**src/rtl/l2_req_arb_resp_route.sv**
```systemverilog
`default_nettype none
//------------------------------------------------------------------------------
// Module   : l2_req_arb_resp_route
// Purpose  : Two-master to one-slave TCDM request arbiter for the L2 crossbar.
//            Round-robin selects one of two requests and forwards it to the
//            slave. Each accepted transaction's master ID is recorded in an
//            in-order ID FIFO. Each returning r_valid is steered back to the
//            master that issued the transaction.
// Ports    : clk_i, rst_i                  - clock, synchronous active-high reset
//            data_*0_i / data_*1_i         - master 0 / 1 request channels
//            data_gnt0_o / data_gnt1_o     - grants back to the masters
//            data_r_valid*_o, data_r_rdata*_o - routed responses
//            data_*_o / data_gnt_i         - slave request channel
//            data_r_valid_i, data_r_rdata_i - slave response channel
//            err_o                         - sticky "response with nothing outstanding"
// Revision : 1.0 - initial release
//------------------------------------------------------------------------------
module l2_req_arb_resp_route #(
  parameter int ADDR_WIDTH = 32,
  parameter int DATA_WIDTH = 64,
  parameter int BE_WIDTH   = DATA_WIDTH / 8,
  parameter int FIFO_DEPTH = 4
) (
  input  logic                  clk_i,
  input  logic                  rst_i,
  // master 0
  input  logic                  data_req0_i,
  input  logic [ADDR_WIDTH-1:0] data_add0_i,
  input  logic                  data_wen0_i,
  input  logic [DATA_WIDTH-1:0] data_wdata0_i,
  input  logic [BE_WIDTH-1:0]   data_be0_i,
  output logic                  data_gnt0_o,
  output logic                  data_r_valid0_o,
  output logic [DATA_WIDTH-1:0] data_r_rdata0_o,
  // master 1
  input  logic                  data_req1_i,
  input  logic [ADDR_WIDTH-1:0] data_add1_i,
  input  logic                  data_wen1_i,
  input  logic [DATA_WIDTH-1:0] data_wdata1_i,
  input  logic [BE_WIDTH-1:0]   data_be1_i,
  output logic                  data_gnt1_o,
  output logic                  data_r_valid1_o,
  output logic [DATA_WIDTH-1:0] data_r_rdata1_o,
  // slave
  output logic                  data_req_o,
  output logic [ADDR_WIDTH-1:0] data_add_o,
  output logic                  data_wen_o,
  output logic [DATA_WIDTH-1:0] data_wdata_o,
  output logic [BE_WIDTH-1:0]   data_be_o,
  input  logic                  data_gnt_i,
  input  logic                  data_r_valid_i,
  input  logic [DATA_WIDTH-1:0] data_r_rdata_i,
  // status
  output logic                  err_o
);

  localparam int PTR_W = $clog2(FIFO_DEPTH);
  localparam int CNT_W = PTR_W + 1;
  localparam logic [CNT_W-1:0] DEPTH_C = CNT_W'(FIFO_DEPTH);

  logic             prio_q;
  logic             id_fifo_q [FIFO_DEPTH];
  logic [PTR_W-1:0] wr_ptr_q;
  logic [PTR_W-1:0] rd_ptr_q;
  logic [CNT_W-1:0] count_q;
  logic             err_q;

  logic not_empty;
  logic pop;
  logic can_accept;
  logic sel;
  logic accept;
  logic head;

  assign not_empty  = (count_q != '0);
  assign pop        = data_r_valid_i & not_empty;
  // A pop in the same cycle frees the slot a full FIFO needs for the push.
  assign can_accept = (count_q < DEPTH_C) | pop;

  // Lone requester wins; on collision or idle the priority flag decides.
  always_comb begin
    sel = prio_q;
    if (data_req0_i && !data_req1_i) begin
      sel = 1'b0;
    end else if (data_req1_i && !data_req0_i) begin
      sel = 1'b1;
    end
  end

  assign data_req_o   = (data_req0_i | data_req1_i) & can_accept;
  assign data_add_o   = sel ? data_add1_i   : data_add0_i;
  assign data_wen_o   = sel ? data_wen1_i   : data_wen0_i;
  assign data_wdata_o = sel ? data_wdata1_i : data_wdata0_i;
  assign data_be_o    = sel ? data_be1_i    : data_be0_i;

  assign accept      = data_req_o & data_gnt_i;
  assign data_gnt0_o = accept & ~sel;
  assign data_gnt1_o = accept &  sel;

  // Response routing uses the oldest outstanding ID, never the one being pushed.
  assign head            = id_fifo_q[rd_ptr_q];
  assign data_r_valid0_o = pop & ~head;
  assign data_r_valid1_o = pop &  head;
  assign data_r_rdata0_o = data_r_rdata_i;
  assign data_r_rdata1_o = data_r_rdata_i;

  assign err_o = err_q;

  always_ff @(posedge clk_i) begin
    if (rst_i) begin
      prio_q   <= 1'b0;
      wr_ptr_q <= '0;
      rd_ptr_q <= '0;
      count_q  <= '0;
      err_q    <= 1'b0;
      for (int i = 0; i < FIFO_DEPTH; i++) begin
        id_fifo_q[i] <= 1'b0;
      end
    end else begin
      if (accept) begin
        id_fifo_q[wr_ptr_q] <= sel;
        wr_ptr_q            <= wr_ptr_q + 1'b1;
        prio_q              <= ~sel;
      end
      if (pop) begin
        rd_ptr_q <= rd_ptr_q + 1'b1;
      end
      count_q <= count_q + CNT_W'(accept) - CNT_W'(pop);
      if (data_r_valid_i && !not_empty) begin
        err_q <= 1'b1;
      end
    end
  end

endmodule
`default_nettype wire
```
**config.mk**
```make
export PLATFORM = sky130hd
export DESIGN_NAME = l2_req_arb_resp_route
export DESIGN_NICKNAME = d
export VERILOG_FILES = /design/src/rtl/l2_req_arb_resp_route.sv
export SDC_FILE = /design/constraint.sdc
export NUM_CORES = 1
export LEC_CHECK = 0
export CORE_AREA = 2 2 199 201
export DETAILED_ROUTE_END_ITERATION = 8
export DIE_AREA = 0 0 201 203
export PLACE_DENSITY = 0.39
export SLEW_MARGIN = 20
export SYNTH_ARGS = -nofsm -noshare
export SYNTH_HDL_FRONTEND = slang
export SYNTH_SLANG_ARGS = --single-unit
```
**constraint.sdc**
```tcl
create_clock -name clk_i -period 4.5 [get_ports clk_i]
set_clock_uncertainty 0.15 [all_clocks]
set_input_delay 1.125 -clock clk_i [delete_from_list [all_inputs] [get_ports clk_i]]
set_output_delay 1.125 -clock clk_i [all_outputs]
set_load 0.02 [all_outputs]
```
==> results.py <==
metrics = {
    "pwr": {
        "pwr_density_cell_nw_per_um2": 192,
        "power_frac_seq_pct": 16.0,
        "switchingPower_w": 0.000430,
        "clockPowerShare_pct": 13.8,
        "internal_power_w": 0.000803,
        "switching_share_pct": 34.9,
        "ir_drop_v": 0.000174,
        "p_comb_share_pct": 70.3,
        "p_leak_nw": 3.18,
    },
    "worst_setup_path": {
        "max_stage_delay_ns": 0.59,
        "critPathMaxFanout": 13,
        "worst_path_max_delay_cell": "clkdlybuf4s50_1",
        "cp_common_cell": "clkdlybuf4s50_1",
        "setup.worst_path.end_class": "output port",
        "cp.required_ns": 3.22,
        "worstSetupStartpointType": "primary input",
        "reg2reg_from": "count_q[2]",
        "cp_cell_sequence": "clkdlybuf4s50_1, inv_1, maj3_4, buf_4, mux2_2, clkdlybuf4s50_1",
        "critPathKind": "in -> out",
        "setup.worst_path.start": "data_req1_i",
        "critPathArrivalTime_ns": 3.13,
    },
    "synthesis": {
        "synthMuxAreaShare_pct": 44.7,
        "yosys_register_bits": 15,
        "syn_avg_cell_area_um2": 9.82,
        "synth_xor_area_share_pct": 1.11,
        "ys_seq_area_share_pct": 10.8,
        "synth_compound_area_share_pct": 2.57,
        "yosysMostFrequentCell": "buf_4",
        "synthAdderAreaFrac_pct": 1.78,
        "synth_top_family_by_area": "multiplexers",
        "synth_edf_count": 4,
        "ys_types": 33,
        "syn_inst": 322,
        "syn_nets": 605,
        "yosysWarnings": 0,
        "synth_top_area_share_pct": 30.4,
        "synth_top_area_cell": "buf_4",
        "netlist_area_um2": 3160,
        "synthFlopType": "dfxtp_1",
        "synthTopCellsByCount": "128 x buf_4, 57 x mux2_2, 50 x mux2_4",
        "synth-simple-area-share_pct": 3.96,
        "async_flop_share_pct": 0,
        "synth_area_leaders": "buf_4 30%, mux2_4 24%, mux2_2 20%",
    },
    "sta": {
        "period_minus_slack_ns": 4.40,
        "relSlewSlack_pct": 56.3,
        "finalCritPeriodShare_pct": 97.8,
        "drv_slew": 0,
        "hold_viol_final": 0,
        "rsz0062_at_grt": "false",
        "fin_ws_ns": 0.0990,
        "worst_slew_pin_slew_ns": 0.653,
        "max_freq_ghz": 0.227,
        "setup_violations": 0,
    },
    "routing": {
        "vias": 3004,
        "vias_per_cell": 2.90,
        "drt-initial-drc-count": 50,
        "routed_wl_mm": 14.7,
        "drc_errors": 0,
        "detail-route-antenna-nets": 0,
        "first_pass_iters": 4,
        "wl_per_cell_um": 14.2,
    },
    "cts": {
        "cts_setup_buffers": 0,
        "cts_sinks": 15,
        "hold_buffers": 0,
        "root_buffer": "clkbuf_16",
        "cts_tree": "done",
        "clk_latency_ns": 0.24,
        "htreeDepth": 1,
        "cts.path.max_buffers": 2,
        "clkTransAtPathRegs_ns": 0.05,
        "numCtsBuffers": 3,
    },
    "global_route": {
        "grt_usage_pct": 6.36,
        "grt_remaining_overflow": 0,
        "grt_pass1_wl_mm": 19.8,
        "grt_pass1_vias": 3109,
        "grt_max_degree": 36,
        "antenna_found_initial": 0,
    },
    "place": {
        "place_congestion": 0.824,
        "place_ws_ns": -0.00842,
        "place_area_um2": 6110,
        "port_buffers": 326,
        "dpl.hpwl_mm": 12.6,
    },
    "cells_and_area": {
        "finalNetCount": 803,
        "nFillCells": 4331,
        "fin_area_um2": 6410,
        "area_growth_pct": 103,
        "post_route_cells_drive_above_1_share_pct": 24.5,
        "antenna_cells": 0,
    },
    "die": {
        "die_w_um": 201,
        "initial_utilization_pct": 8.22,
        "die_y_um": 203,
        "row_count": 72,
        "die_area_um2": 40800,
        "core-area_um2": 38500,
        "ios": 519,
    },
    "run_status": {
        "status": "completed",
    },
    "worst_hold_path": {
        "worstHoldStart": "err_o",
        "hp-class": "reg -> reg",
    },
    "job": {
        "cap_violations": 0,
    },
}
[final cells by class]
type | instances | area (µm²) | share of cell area (%)
Clock buffer | 3 | 75.1 | 1.17
Clock inverter | 1 | 5.00 | 0.0780
Inverter | 11 | 41.3 | 0.644
Multi-Input combinational cell | 153 | 1720 | 26.7
Sequential cell | 15 | 340 | 5.31
Tap cell | 518 | 648 | 10.1
Timing Repair Buffer | 336 | 3590 | 56.0
[cell families (layout without fill, tap and decap cells)]
family                   count (synthesis)  in the layout
buffers and inverters                  154            351
XOR/XNOR                                 4              4
AND/OR/NAND/NOR                         26             26
multiplexers                           108            108
flip-flops                              15             15
adder cells (fa/ha/maj)                  4              4
AO/OA/AOI/OAI                           11             11
[power by group through the flow]
| stage | Clock (W) | Sequential (W) | Combinational [W] |
|---|---|---|---|
| global route | 0.000182 | 0.000202 | 0.000930 |
| floorplan | 0 | 0.000194 | 0.000609 |
| CTS | 0.000176 | 0.000197 | 0.000901 |
| detailed placement | 0 | 0.000199 | 0.000900 |
| global placement | 0 | 0.000199 | 0.000901 |
| finish | 0.000170 | 0.000197 | 0.000866 |
[routing by layer]
metal | vias to the layer above | part of all wire, % | track usage, %
li1 | 1362 | - | -
met3 | 8 | 16 | 4.35
met4 | 0 | 0.63 | 0.767
met2 | 334 | 45 | 10.2
met5 | - | 0 | 0
met1 | 1300 | 38 | 7.14
[repair_timing]
action	in CTS	in global routing
hold endpoints to repair	0	0
resized for setup	6	91
endpoints found under the setup margin	6	91
[worst paths after layout]
path	to	slack, ns	depth (start not counted)
max reg2reg	count_q[2]	1.77	10
max	data_wdata_o[8]	0.1	6
min	err_o	0.31	2
min reg2reg	err_o	0.31	2
[critical path: cells and delay by family]
| kind | cells | cell delay [ns] |
|---|---|---|
| buf+inv | 4 | 1.35 |
| fa+ha+maj | 1 | 0.42 |
| mux | 1 | 0.23 |
[cell usage in the layout, fill, tap and decap left out, types with 2 or more instances in the layout]
master	synthesis	layout
ha_1	2	2
mux2_2	57	57
nor3_1	2	2
edfxtp_1	4	4
o31ai_1	3	3
mux2_4	50	50
xnor2_1	2	2
xor2_1	2	2
nor4_1	3	3
clkdlybuf4s50_1	0	226
dlymetal6s2s_1	0	91
buf_4	128	10
clkbuf_16	0	3
dlygate4sd2_1	0	6
inv_1	10	10
buf_12	0	3
nor2b_1	5	5
dfxtp_1	11	11
nor2_1	13	13
[metrics by stage]
| stage | power, W | std cells | utilization [%] | setup TNS, ns | hold WS (ns) |
|---|---|---|---|---|---|
| 2_1_floorplan | 0.000804 | 322 | - | 0 | 0.335 |
| 3_3_place_gp | 0.00110 | 1033 | 15.9 | -0.239 | 0.305 |
| 3_5_place_dp | 0.00110 | 1033 | 15.9 | -0.0223 | 0.311 |
| 4_1_cts | 0.00127 | 1037 | 16.1 | 0 | 0.324 |
| 5_1_grt | 0.00131 | 1037 | 16.7 | 0 | 0.364 |
| 6_report | 0.00123 | 1037 | 16.7 | 0 | 0.314 |
Note: power is estimated with default switching activity, not from simulation.
